<file path="config.mk">
export PLATFORM = sky130hd
export DESIGN_NAME = reg_mem_wb
export DESIGN_NICKNAME = d
export VERILOG_FILES = /design/src/rtl/reg_mem_wb.sv
export SDC_FILE = /design/constraint.sdc
export NUM_CORES = 1
export LEC_CHECK = 0
export BUFFER_PORTS_ARGS = -buffer_cell sky130_fd_sc_hd__buf_2
export CAP_MARGIN = 10
export CORE_MARGIN = 2
export CORE_UTILIZATION = 45
export DETAILED_ROUTE_END_ITERATION = 6
export MAX_ROUTING_LAYER = met4
export PLACE_DENSITY = 0.83
export SKIP_CTS_REPAIR_TIMING = 1
export SYNTH_ARGS = -nofsm -noshare
export SYNTH_HDL_FRONTEND = slang
export SYNTH_SLANG_ARGS = --single-unit
</file>
<file path="constraint.sdc">
create_clock -name clk -period 1.9 [get_ports clk]
set_clock_uncertainty 0.15 [all_clocks]
set_input_delay 0.095 -clock clk [delete_from_list [all_inputs] [get_ports clk]]
set_output_delay 0.095 -clock clk [all_outputs]
set_load 0.01 [all_outputs]
</file>
<file path="src/rtl/reg_mem_wb.sv">
// reg_mem_wb: MEM/WB pipeline register with write-back select, retired-instruction counter and last-write bypass
module reg_mem_wb #(
   parameter int DATA_W = 32,
   parameter int REG_W  = 5,
   parameter int CNT_W  = 16
) (
   input  logic              clk,
   input  logic              reset,
   input  logic [9:0]        Control,
   input  logic [DATA_W-1:0] alu_res,
   input  logic [DATA_W-1:0] mem_data,
   input  logic [REG_W-1:0]  dest_reg,
   input  logic              valid_in,
   input  logic              stall,
   input  logic              flush,
   output logic              MemaReg,
   output logic              EscrReg,
   output logic [DATA_W-1:0] wb_data,
   output logic [REG_W-1:0]  wb_reg,
   output logic              wb_we,
   output logic              valid_out,
   output logic [DATA_W-1:0] fwd_data,
   output logic [REG_W-1:0]  fwd_reg,
   output logic              fwd_we,
   output logic [CNT_W-1:0]  retired
);
   logic [DATA_W-1:0] alu_q, mem_q;
   logic retire;
   logic unused_ctrl;
   assign unused_ctrl = ^{Control[9:7], Control[4:0]};
   assign wb_data = MemaReg ? mem_q : alu_q;
   assign wb_we = EscrReg & valid_out & (wb_reg != '0);
   // the occupant leaves on flush too: flush only kills the incoming instruction
   assign retire = valid_out & (flush | ~stall);
   always_ff @(posedge clk) begin
      if (!reset) begin
         MemaReg   <= 1'b0;
         EscrReg   <= 1'b0;
         valid_out <= 1'b0;
         wb_reg    <= '0;
         alu_q     <= '0;
         mem_q     <= '0;
         fwd_data  <= '0;
         fwd_reg   <= '0;
         fwd_we    <= 1'b0;
         retired   <= '0;
      end else begin
         if (flush) begin
            MemaReg   <= 1'b0;
            EscrReg   <= 1'b0;
            valid_out <= 1'b0;
            wb_reg    <= '0;
            alu_q     <= '0;
            mem_q     <= '0;
         end else if (!stall) begin
            MemaReg   <= Control[6];
            EscrReg   <= Control[5];
            valid_out <= valid_in;
            wb_reg    <= dest_reg;
            alu_q     <= alu_res;
            mem_q     <= mem_data;
         end
         if (retire) retired <= retired + 1'b1;
         if (retire && wb_we) begin
            fwd_data <= wb_data;
            fwd_reg  <= wb_reg;
            fwd_we   <= 1'b1;
         end
      end
   end
endmodule

</file>
==> flow_summary.toml, run 1 <==
[critical_path]
reg2reg_slack_ns = -0.09
cp.depth = 4
critPathCaptureType = "output pin"
crit_path_end = "wb_we"
r2r_start = "wb_reg[3]"
worstPathArrival_ns = 1.77
crit_path_max_incr_delay_ns = 0.51
crit_slowest_cell = "or4_1"
reg2reg_depth = 6
r2r-end = "fwd_we"
path_buf_inv = 1
startpoint = "wb_reg[3]"
path_cells = "or4_1, o21a_1, and2_1, buf_2"
crit_family = "simple AND/OR/NAND/NOR gates"
crit_type = "reg -> out"
start_kind = "register"
worstPathRequired_ns = 1.65
critPathMaxFanout = 4

[global_routing]
overflow = 0
grt_max_degree = 73
grt_pass1_wl_um = 20200
grt_usage_pct = 20.9
grt_pass1_vias = 4273
grt_antenna_before_repair = 1

[synthesis]
syn_avg_cell_area_um2 = 9.85
ys_ff_latch = 126
ys_seq_area_share_pct = 49.0
synthTopCellsByArea = "dfxtp_1, mux2i_1, mux2_2, nor2_1, nand2_1"
synth_cell_types = 29
yosys-top-cells-count = "dfxtp_1, mux2i_1, nor2_1"
synth_top_cell_area_share_pct = 49.0
syn-num-nets = 608
synth_top_area_cell = "dfxtp_1"
async_flop_share_pct = 0
netlist_area_um2 = 5150
synth_most_common_cell = "dfxtp_1"
synth_enable_flop_cells = 0
yosys_warnings = 0
ys.flop_type = "dfxtp_1"
syn_inst = 523

[drt]
avgRoutedWirePerCell_um = 16.0
via_per_inst = 5.11
drtIter0Drc = 276
drc = 0
dr.pass1.iters = 6
dr_total_vias = 4708
drtAntennaViolNets = 0
drt-total-wl_um = 14700

[power]
switchingPower_mw = 1.38
swShare_pct = 21.0
internal_power_mw = 5.20
leakagePower_nw = 3.49
p_clk_share_pct = 50.2
seqPwrFrac_pct = 41.4
vdd_drop_max_v = 0.000450
p_total_mw = 6.58
power_density_nw_per_um2 = 869
p_comb_share_pct = 8.4

[final_layout]
syn_to_final_growth_pct = 46.9
seq_area_um2 = 2530
fin_nets = 851
top_regs = "alu_q x32, fwd_data x32, mem_q x32"
drive_gt1_share_pct = 32.6
multi_input_area_um2 = 2440
fillers = 860

[cts]
htree_num_levels = 4
clock-sinks = 126
cts_buffer_depth = 2
cts_root_buf = "clkbuf_16"
tritoncts = "done"
clk_pin_slew_ns = 0.05
cts_buffers = 17
insertion_delay_ns = 0.41

[timing]
rsz0062_at_grt = "true"
finalCritPeriodShare_pct = 106
relSlewSlack_pct = 65.5
setup_violations = 36
tightestPinTransition_ns = 0.517
setup_ws_ns = -0.119
final.setup.tns_ns = -2.01
maxSlewViolCount = 0
final.min_clock_period_ns = 2.02
timing.fmax_ghz = 0.495
hold_viol = 0

[floorplanning]
die_area_um2 = 12300
top_level_ports = 179
coreArea_um2 = 11300
die_y_um = 111
rows = 39
start_util_pct = 45.7
dieWidth_um = 111

[placed_design]
gp_congestion = 0.846
port_buffers = 170
hpwl_um = 8750

[worst_hold_path]
min-delay-path-class = "in -> reg"
holdPathStages = 5

[status]
failed_checks = "setup timing"
status = "finished with violations"

[job]
max-cap-violations = 0
## final cells by class
class                           count  share of cell area, %
Antenna cell                        1                 0.0331
Clock buffer                       22                   6.00
Clock inverter                      8                   1.85
Inverter                            3                  0.149
Multi-Input combinational cell    358                   32.2
Sequential cell                   126                   33.4
Tap cell                          143                   2.36
Timing Repair Buffer              260                   24.0
## kinds of logic after synthesis
| kind of cell | synth area share [%] |
|---|---|
| simple gates | 15.7 |
| xor+xnor | 1.02 |
| compound gates | 2.23 |
| flops | 49.0 |
| buf+inv | 4.01 |
| fa+ha+maj | 0.243 |
| mux | 27.8 |
## routing by layer
metal,vias up,global-route usage (%),part of all wire (%)
li1,2261,-,-
met1,2216,23.9,41
met3,41,5.80,6.2
met2,190,34.0,49
met4,0,10.3,3.3
met5,-,-,0
## power groups by stage
| stage | combinational (mW) | sequential, mW | clock, mW |
|---|---|---|---|
| after CTS | 0.419 | 2.72 | 3.36 |
| after floorplan | 0.260 | 2.77 | 0 |
| after global placement | 0.403 | 2.78 | 0 |
| final | 0.552 | 2.73 | 3.30 |
| after global routing | 0.593 | 2.73 | 3.49 |
| after detailed placement | 0.417 | 2.78 | 0 |
## cells in the final DEF, fill, tap and decap left out, types with 2 or more instances in the layout
cell,count
dfxtp_2,3
mux2i_1,107
nand2b_1,2
buf_2,169
and2_4,2
clkbuf_16,20
inv_1,3
nor2_1,79
or3_1,5
or4_1,4
dlygate4sd3_1,73
dfxtp_1,123
a21oi_1,7
mux2_2,32
buf_12,4
and2_1,4
clkbuf_1,4
nand3_1,4
o21ai_0,8
nand4_1,11
clkinv_2,4
o21ai_2,2
nand2_1,75
xor2_1,5
o31ai_1,2
and4_1,2
o21a_1,2
buf_4,11
bufinv_16,4
## tightest hold or removal path: stages
cell,delay (ns)
buf_4,0.11
nand2b_1,0.18
nand4_1,0.16
xor2_1,0.06
nor2_1,0.07
## worst min path at each step
stage / start / endpoint / slack, ns
CTS: alu_res[23] / alu_q[23] / -0.25
finish: stall / retired[5] / 0.16
global route: stall / retired[5] / 0.21
detailed placement: alu_res[2] / alu_q[2] / 0.18
global placement: alu_res[23] / alu_q[23] / 0.17
floorplan: Control[5] / EscrReg / 0.09
## through the flow
step | util [%] | setup slack, ns | instances | hold slack [ns] | area (µm²)
5_1_grt | 67.1 | -0.196 | 921 | 0.210 | 7570
3_3_place_gp | 54.3 | 0.0870 | 810 | 0.175 | 6120
6_report | 67.1 | -0.119 | 921 | 0.161 | 7570
2_1_floorplan | - | 0.0402 | 523 | 0.0889 | 5150
3_5_place_dp | 54.3 | 0.0725 | 810 | 0.184 | 6120
4_1_cts | 59.6 | -0.158 | 840 | -0.251 | 6720
Note: power is estimated with default switching activity, not from simulation.
==> run 2: changes to the inputs <==
--- a/config.mk
+++ b/config.mk
@@ -11,7 +11,7 @@
 export CORE_UTILIZATION = 45
 export DETAILED_ROUTE_END_ITERATION = 6
 export MAX_ROUTING_LAYER = met4
-export PLACE_DENSITY = 0.83
+export PLACE_DENSITY = 0.84
 export SKIP_CTS_REPAIR_TIMING = 1
 export SYNTH_ARGS = -nofsm -noshare
 export SYNTH_HDL_FRONTEND = slang
==> flow_summary.toml, run 2 (same netlist as run 1, synthesis figures left out) <==
[power]
vdd_drop_max_v = 0.000633
p_comb_share_pct = 8.6
seqPwrFrac_pct = 42.5
p_clk_share_pct = 48.9
internal_power_mw = 5.02
power_density_nw_per_um2 = 858
switchingPower_mw = 1.40
swShare_pct = 21.8
leakagePower_nw = 3.45

[cts]
clock-sinks = 126
cts_root_buf = "clkbuf_16"
htree_num_levels = 4
cts_buffer_depth = 2
tritoncts = "done"
insertion_delay_ns = 0.42
clk_pin_slew_ns = 0.05
cts_buffers = 17

[critical_path]
worstPathRequired_ns = 1.65
reg2reg_depth = 5
crit_family = "simple AND/OR/NAND/NOR gates"
crit_slowest_cell = "or4_1"
start_kind = "register"
critPathMaxFanout = 3
worstPathArrival_ns = 1.84
cpMostUsedCell = "buf_6"
path_cells = "or4_1, o21a_1, buf_6, and2_4, buf_6"
critPathCaptureType = "output pin"
crit_type = "reg -> out"
path_buf_inv = 2
crit_path_max_incr_delay_ns = 0.51
cp.depth = 5

[drt]
drt-total-wl_um = 14300
avgRoutedWirePerCell_um = 15.5
dr_total_vias = 4635
dr.pass1.iters = 4
drtAntennaViolNets = 0
drtIter0Drc = 266
via_per_inst = 5.04
drc = 0

[global_routing]
grt_antenna_before_repair = 0
grt_pass1_vias = 4259
overflow = 0
grt_usage_pct = 21.3
grt_pass1_wl_um = 20400
grt_max_degree = 73

[final_layout]
layout_common_cells = "buf_2, dfxtp_1, mux2i_1"
insertedDiodeCount = 0
fillers = 805
drive_gt1_share_pct = 32.3
top_regs = "alu_q x32, fwd_data x32, mem_q x32"
mostFrequentLayoutCell = "buf_2"
fin_util_pct = 66.3
fin_nets = 848
syn_to_final_growth_pct = 45.2

[floorplanning]
dieWidth_um = 111
coreArea_um2 = 11300
die_y_um = 111
die_area_um2 = 12300
start_util_pct = 45.7
rows = 39
top_level_ports = 179

[worst_hold_path]
holdPathStages = 5
min-delay-path-class = "in -> reg"

[timing]
setup_ws_ns = -0.183
finalCritPeriodShare_pct = 110
timing.fmax_ghz = 0.480
tightestPinTransition_ns = 0.528
relSlewSlack_pct = 64.8
worst_hold_slack_ns = 0.178
final.setup.tns_ns = -0.183
rsz0062_at_grt = "true"
final.min_clock_period_ns = 2.08
hold_viol = 0
setup_violations = 1
maxSlewViolCount = 0

[placed_design]
port_buffers = 170
gp_congestion = 0.821
hpwl_um = 8820

[status]
status = "finished with violations"
failed_checks = "setup timing"

[job]
max-cap-violations = 0
## run 2: changes by cell type in the layout (fill, tap and decap cells not counted), moves of 2 or more
cell       delta
clkbuf_16     -3
buf_6         +2
bufinv_16     -2
clkbuf_8      +2
mux2i_1       -2
mux2i_2       +2
o21ai_0       +2
o21ai_2       -2
## run 2: final timing paths
kind	from	to	slack [ns]
worst max-delay path	wb_reg[1]	wb_we	-0.18
worst min-delay path	stall	retired[5]	0.18
worst max register to register	wb_reg[1]	fwd_data[10]	0.04
worst min register to register	fwd_data[16]	fwd_data[16]	0.31
## run 2: layout make-up
class	instances	area (µm²)	area share, %
clock buffers	25	485	6.49
clock inverters	7	85.1	1.14
inverters	3	11.3	0.151
multi-input cells	357	2430	32.6
flip-flops and latches	126	2520	33.8
well taps	143	179	2.39
repair buffers	258	1760	23.5
## run 2: power by group through the flow
| stage | Clock [mW] | Combinational, mW | Sequential (mW) |
|---|---|---|---|
| after floorplan | 0 | 0.260 | 2.77 |
| after global placement | 0 | 0.408 | 2.78 |
| after detailed placement | 0 | 0.422 | 2.78 |
| after CTS | 3.18 | 0.425 | 2.72 |
| after global routing | 3.30 | 0.594 | 2.73 |
| final | 3.13 | 0.553 | 2.73 |
## run 2: stage by stage
stage          total power, mW  setup WS (ns)  instance area (µm²)  std cells
2_1_floorplan             3.03         0.0402                 5150        523
3_3_place_gp              3.18          0.145                 6150        813
3_5_place_dp              3.20          0.130                 6150        813
4_1_cts                   6.32         -0.219                 6720        845
5_1_grt                   6.63         -0.242                 7480        919
6_report                  6.41         -0.183                 7480        919
## run 2: per-layer routing
| layer | track usage (%) | share of wire, % | up-vias | wire (µm) |
|---|---|---|---|---|
| met5 | - | 0 | - | 0 |
| met4 | 8.83 | 2.3 | 0 | 332 |
| met3 | 7.38 | 5.8 | 34 | 825 |
| met2 | 34.1 | 50 | 174 | 7190 |
| met1 | 24.4 | 41 | 2178 | 5910 |
| li1 | - | - | 2249 | - |
## run 2: worst reg2reg max path: cells and delay by family (launching register included)
kind                   cells  cell delay [ns]
AOI/OAI and AO/OA          1             0.22
buffers and inverters      1             0.18
DFF                        1             0.32
muxes                      1             0.17
and+or+nand+nor            2             0.71
